## src/rtl/imem_loader.sv

```systemverilog
// rtl/imem_loader.sv - instruction store with byte-stream boot loader and fetch read port
module imem_loader #(
    parameter int ADDR_W  = 8,
    parameter int INSTR_W = 16
) (
    input  logic               clk,
    input  logic               rst,
    input  logic [ADDR_W-1:0]  addra,
    output logic [INSTR_W-1:0] douta,
    input  logic               ld_start,
    input  logic [ADDR_W-1:0]  ld_len,
    input  logic               byte_valid,
    input  logic [7:0]         byte_data,
    output logic               byte_ready,
    output logic               cpu_rst,
    output logic               busy,
    output logic               done,
    output logic               err
);

    localparam int DEPTH = 2 ** ADDR_W;

    typedef enum logic [1:0] {
        IDLE = 2'd0,
        HI   = 2'd1,
        LO   = 2'd2,
        CSUM = 2'd3
    } state_t;

    state_t state, state_nxt;

    logic [INSTR_W-1:0] mem [DEPTH];
    logic [ADDR_W:0]    cnt;
    logic [ADDR_W-1:0]  wr_addr;
    logic [7:0]         csum;
    logic [7:0]         hi;

    logic xfer;
    logic start_ld;
    logic cap_hi;
    logic wr_en;
    logic csum_good;
    logic csum_bad;

    assign byte_ready = (state != IDLE);
    assign busy       = (state != IDLE);
    assign xfer       = byte_valid && byte_ready;

    always_ff @(posedge clk or negedge rst) begin
        if (!rst) begin
            state <= IDLE;
        end else begin
            state <= state_nxt;
        end
    end

    always_comb begin
        state_nxt = state;
        start_ld  = 1'b0;
        cap_hi    = 1'b0;
        wr_en     = 1'b0;
        csum_good = 1'b0;
        csum_bad  = 1'b0;
        case (state)
            IDLE: begin
                if (ld_start) begin
                    start_ld  = 1'b1;
                    state_nxt = HI;
                end
            end
            HI: begin
                if (xfer) begin
                    cap_hi    = 1'b1;
                    state_nxt = LO;
                end
            end
            LO: begin
                if (xfer) begin
                    wr_en     = 1'b1;
                    state_nxt = (cnt == {{ADDR_W{1'b0}}, 1'b1}) ? CSUM : HI;
                end
            end
            CSUM: begin
                if (xfer) begin
                    csum_good = (byte_data == csum);
                    csum_bad  = (byte_data != csum);
                    state_nxt = IDLE;
                end
            end
            default: state_nxt = IDLE;
        endcase
    end

    // Loader datapath; a zero length selects a full-depth load
    always_ff @(posedge clk or negedge rst) begin
        if (!rst) begin
            cnt     <= '0;
            wr_addr <= '0;
            csum    <= '0;
            hi      <= '0;
            err     <= 1'b0;
            cpu_rst <= 1'b1;
            done    <= 1'b0;
        end else begin
            done <= csum_good;
            if (start_ld) begin
                cnt     <= (ld_len == '0) ? {1'b1, {ADDR_W{1'b0}}} : {1'b0, ld_len};
                wr_addr <= '0;
                csum    <= '0;
                err     <= 1'b0;
                cpu_rst <= 1'b1;
            end
            if (cap_hi) begin
                hi   <= byte_data;
                csum <= csum ^ byte_data;
            end
            if (wr_en) begin
                csum    <= csum ^ byte_data;
                wr_addr <= wr_addr + 1'b1;
                cnt     <= cnt - 1'b1;
            end
            if (csum_good) begin
                cpu_rst <= 1'b0;
            end
            if (csum_bad) begin
                err <= 1'b1;
            end
        end
    end

    // Store itself is not reset so a reset mid-load keeps already written words
    always_ff @(posedge clk) begin
        if (wr_en) begin
            mem[wr_addr] <= {hi, byte_data};
        end
    end

    // Read-before-write: a same-cycle write to addra returns the old word
    always_ff @(posedge clk or negedge rst) begin
        if (!rst) begin
            douta <= '0;
        end else begin
            douta <= mem[addra];
        end
    end

endmodule

```

## config.mk

```make
export PLATFORM = sky130hd
export DESIGN_NAME = imem_loader
export DESIGN_NICKNAME = d
export VERILOG_FILES = /design/src/rtl/imem_loader.sv
export SDC_FILE = /design/constraint.sdc
export NUM_CORES = 2
export LEC_CHECK = 0
export ABC_AREA = 0
export BUFFER_PORTS_ARGS = -buffer_cell sky130_fd_sc_hd__buf_2
export CORE_UTILIZATION = 30
export CTS_BUF_LIST = sky130_fd_sc_hd__clkbuf_4 sky130_fd_sc_hd__clkbuf_8 sky130_fd_sc_hd__clkbuf_16
export CTS_CLUSTER_SIZE = 12
export DETAILED_ROUTE_END_ITERATION = 6
export PLACE_DENSITY = 0.5
export SLEW_MARGIN = 20
export SYNTH_ARGS = -nofsm -noshare
export SYNTH_HDL_FRONTEND = slang
export SYNTH_SLANG_ARGS = --single-unit
```

## constraint.sdc

```tcl
create_clock -name clk -period 5.5 [get_ports clk]
set_input_delay 0.275 -clock clk [delete_from_list [all_inputs] [get_ports clk]]
set_output_delay 0.275 -clock clk [all_outputs]
set_load 0.02 [all_outputs]
```

==> qor.csv <==
stage;metric;value;unit
outcome;status;finished clean;
synthesis;Synth Instances;7536;
synthesis;EDFF count, synth;4096;
synthesis;post-synthesis cell area;161000;sq um
clock_network;H-tree depth;5;
sta;Slew HR;0.136;
setup_path;CP peak stage delay;1.07;ns
clock_network;CTS sink count;4150;
floorplanning;row cnt;268;
setup_path;end of the worst register-to-register path;mem[226][2]$_DFFE_PP_;
global_routing;GRT overflow;0;
sta;RSZ-0062 raised after global routing;false;
synthesis;syn_nets;7570;
global_routing;antenna violations before repair;32;
placement;pre-CTS setup slack;0.963;ns
clock_network;CTS Root Cell;clkbuf_16;
synthesis;post-synthesis sequential area ratio;0.772;
pwr;Pwr per Cell Area;388;nW/um^2
clock_network;CTS buffer count;433;
setup_path;worst-path maximum fanout;18;
route;routed wire length;482;mm
synthesis;asr flop ratio synth;0.0130;
sta;Hold Fails Final Rpt;0;
setup_path;worst reg2reg setup slack;1.29;ns
hold_path;min-delay src;ld_len[0];
sta;Tcrit/Tclk final;0.766;
sta;Least-Margin Pin Slew;1.26;ns
route;via count;81100;
clock_network;CTS max path bufs;4;
hold_path;Hold WC Path Type;in -> reg;
setup_path;startpoint types;flip-flop;
hold_path;Hold Path End;cnt[0]$_DFFE_PN0P_;
pwr;LEAKAGE;58.1;nW
finish;Final Util;0.348;
sta;Worst Skew;0.0711;ns
global_routing;vias in the first global route;81200;
sta;Final Critical Period;4.21;ns
clock_network;clock slew at reported path FFs;0.06;ns
global_routing;GRT Util Overall;0.174;
finish;Final Cell Area;186000;sq um
global_routing;largest net degree at the start of global routing;181;
route;wire length per cell;31.0;um
sta;final setup violating endpoints;0;
clock_network;TritonCTS clock tree;yes;
hold_path;hold path cells;4;
route;drc violations;0;
synthesis;Synth top area share;0.764;
synthesis;Main synth FF type;edfxtp_1;
synthesis;Post-synth top cells;4096 x edfxtp_1, 822 x mux4_2, 572 x mux2i_1;
route;routed vias/inst;5.21;
clock_network;setup bufs post-CTS;0;
sta;setup TNS;0;ns
synthesis;Yosys top cell by area;edfxtp_1;
setup_path;kind of cell adding the most delay to the critical path;simple AND/OR/NAND/NOR gates;
finish;Final nets;8109;
sta;Peak Freq;237;MHz
synthesis;most numerous cell in the Yosys netlist;edfxtp_1;
floorplanning;initial core utilization;0.302;
setup_path;R2R Path Start;state[1]$_DFFE_PN0P_;
floorplanning;Core Box Area;533000;sq um
floorplanning;IO Count;49;
setup_path;WP buf/inv;0;
route;post-route ant nets;0;
finish;P&R area growth vs syn;15.3;%
setup_path;CP max stage cell;nor2_2;
setup_path;CP cell instances;nor2b_1 -> nand2_1 -> nor3_1 -> nand2_2 -> nor2_2;
setup_path;WP data required;6.08;ns
sta;final setup margin;1.29;ns
pwr;Total Power;0.0720;W
placement;Port Buf Inserts;48;
setup_path;crit path kind;reg -> reg;
synthesis;syn avg cell area;21.4;sq um
setup_path;R2R cell count;5;
placement;DP HPWL;295;mm
global_routing;first-pass GRT wire length;665;mm
synthesis;Ys Warns;0;
sta;Slew Viols, Final;0;
floorplanning;die width;735;um
route;total iterations of the first detailed-routing run;6;
pwr;worst-case vdd ir drop;0.000516;V
placement;Placed Area;172000;sq um
floorplanning;die height;735;um
synthesis;Synth area leaders;edfxtp_1 76%, mux4_2 11%, mux2i_1 3.6%;
synthesis;register bit total from synthesis;4150;
clock_network;Worst-Skew Late Latency;1.02;ns
floorplanning;die footprint;540000;sq um
setup_path;crit path DAT;4.79;ns
route;Starting DRT DRC Count;9689;
synthesis;Cell variety after synth;64;
finish;share of layout cells above drive strength 1;0.259;
setup_path;CP endpoint kind;flip-flop;
run;max_cap viols;0;
placement;Placer Congestion;0.865;
==> area by class of cell <==
class / count / area, sq um
repair buffers: 560 / 4910
fillers: 49300 / 348000
multi-input cells: 2920 / 33900
clock buffers: 578 / 12100
diodes: 11 / 27.5
inverters: 10 / 50.0
well taps: 7155 / 8950
clock inverters: 174 / 1330
flip-flops and latches: 4150 / 124000
==> worst register-to-register path: stages (launching register included) <==
cell and delay, ns:
dfrtp_1 0.45, nor2b_1 0.23, nand2_1 0.49, nor3_1 0.73, nand2_2 0.77, nor2_2 1.13
==> routing by layer <==
metal,global-route usage,vias to the layer above,wire length [um]
met3,0.0317,672,37000
met2,0.277,3331,226000
met4,0.0540,10,16000
met1,0.242,44100,203000
li1,-,32900,-
met5,0,-,69
==> worst max-delay path by stage <==
stage	startpoint	to	slack [ns]	cells past startpoint
6_report	state[1]$_DFFE_PN0P_	mem[226][2]$_DFFE_PP_	1.29	5
5_1_grt	state[1]$_DFFE_PN0P_	mem[17][12]$_DFFE_PP_	1.04	5
4_1_cts	state[1]$_DFFE_PN0P_	mem[226][2]$_DFFE_PP_	1.31	5
3_5_place_dp	addra[0]	douta[10]$_DFF_PN0_	0.96	9
3_3_place_gp	addra[0]	douta[12]$_DFF_PN0_	-0.67	9
2_1_floorplan	hi[2]$_DFFE_PN0P_	mem[0][10]$_DFFE_PP_	1.52	0
==> power by group <==
part | total, W | internal (W) | switching [W]
clock network | 0.0280 | 0.0158 | 0.0122
registers | 0.0381 | 0.0373 | 0.000752
logic | 0.00594 | 0.00138 | 0.00457
==> registers in the layout, summed over array words and instances (netlist names) <==
| signal | cells |
|---|---|
| wr_addr | 8 |
| cpu_rst | 1 |
| cnt | 9 |
| csum | 8 |
| hi | 8 |
| state | 2 |
| err | 1 |
| done | 1 |
| mem | 4096 |
| douta | 16 |
==> through the flow <==
step | hold slack, ns | cells
floorplan | -0.0206 | 7536
global placement | 0.166 | 14800
detailed placement | 0.171 | 14800
CTS | 0.0534 | 15500
global route | 0.131 | 15500
finish | 0.167 | 15600
==> cell families (layout without fill, tap and decap cells) <==
family	after synthesis	after routing	synth area share
flops	4150	4150	0.772
mux	1425	1425	0.153
compound gates	756	756	0.0334
simple gates	724	724	0.0209
buf+inv	466	1322	0.0190
xor+xnor	9	9	0.000490
fa+ha+maj	6	6	0.000466
other cells	0	11	0
==> cell usage in the layout (no fill, tap or decap), drive strengths merged, types with 33 or more instances in the layout <==
| master | instances |
|---|---|
| buf | 523 |
| or2 | 40 |
| dfrtp | 53 |
| nor3 | 121 |
| edfxtp | 4096 |
| nor4 | 42 |
| mux4 | 828 |
| clkbuf | 579 |
| o22ai | 175 |
| o221ai | 196 |
| o21ai | 90 |
| dlygate4sd3 | 36 |
| mux2i | 572 |
| clkinv | 150 |
| nand2 | 89 |
| a221oi | 33 |
| a21oi | 112 |
| nor2 | 314 |
==> timing repair <==
| item | 4_1_cts | 5_1_grt |
|---|---|---|
| resized for setup | 0 | 0 |
| endpoints found under the hold margin | 506 | 0 |
| hold buffers | 36 | 0 |
(Power assumes the default switching activity.)
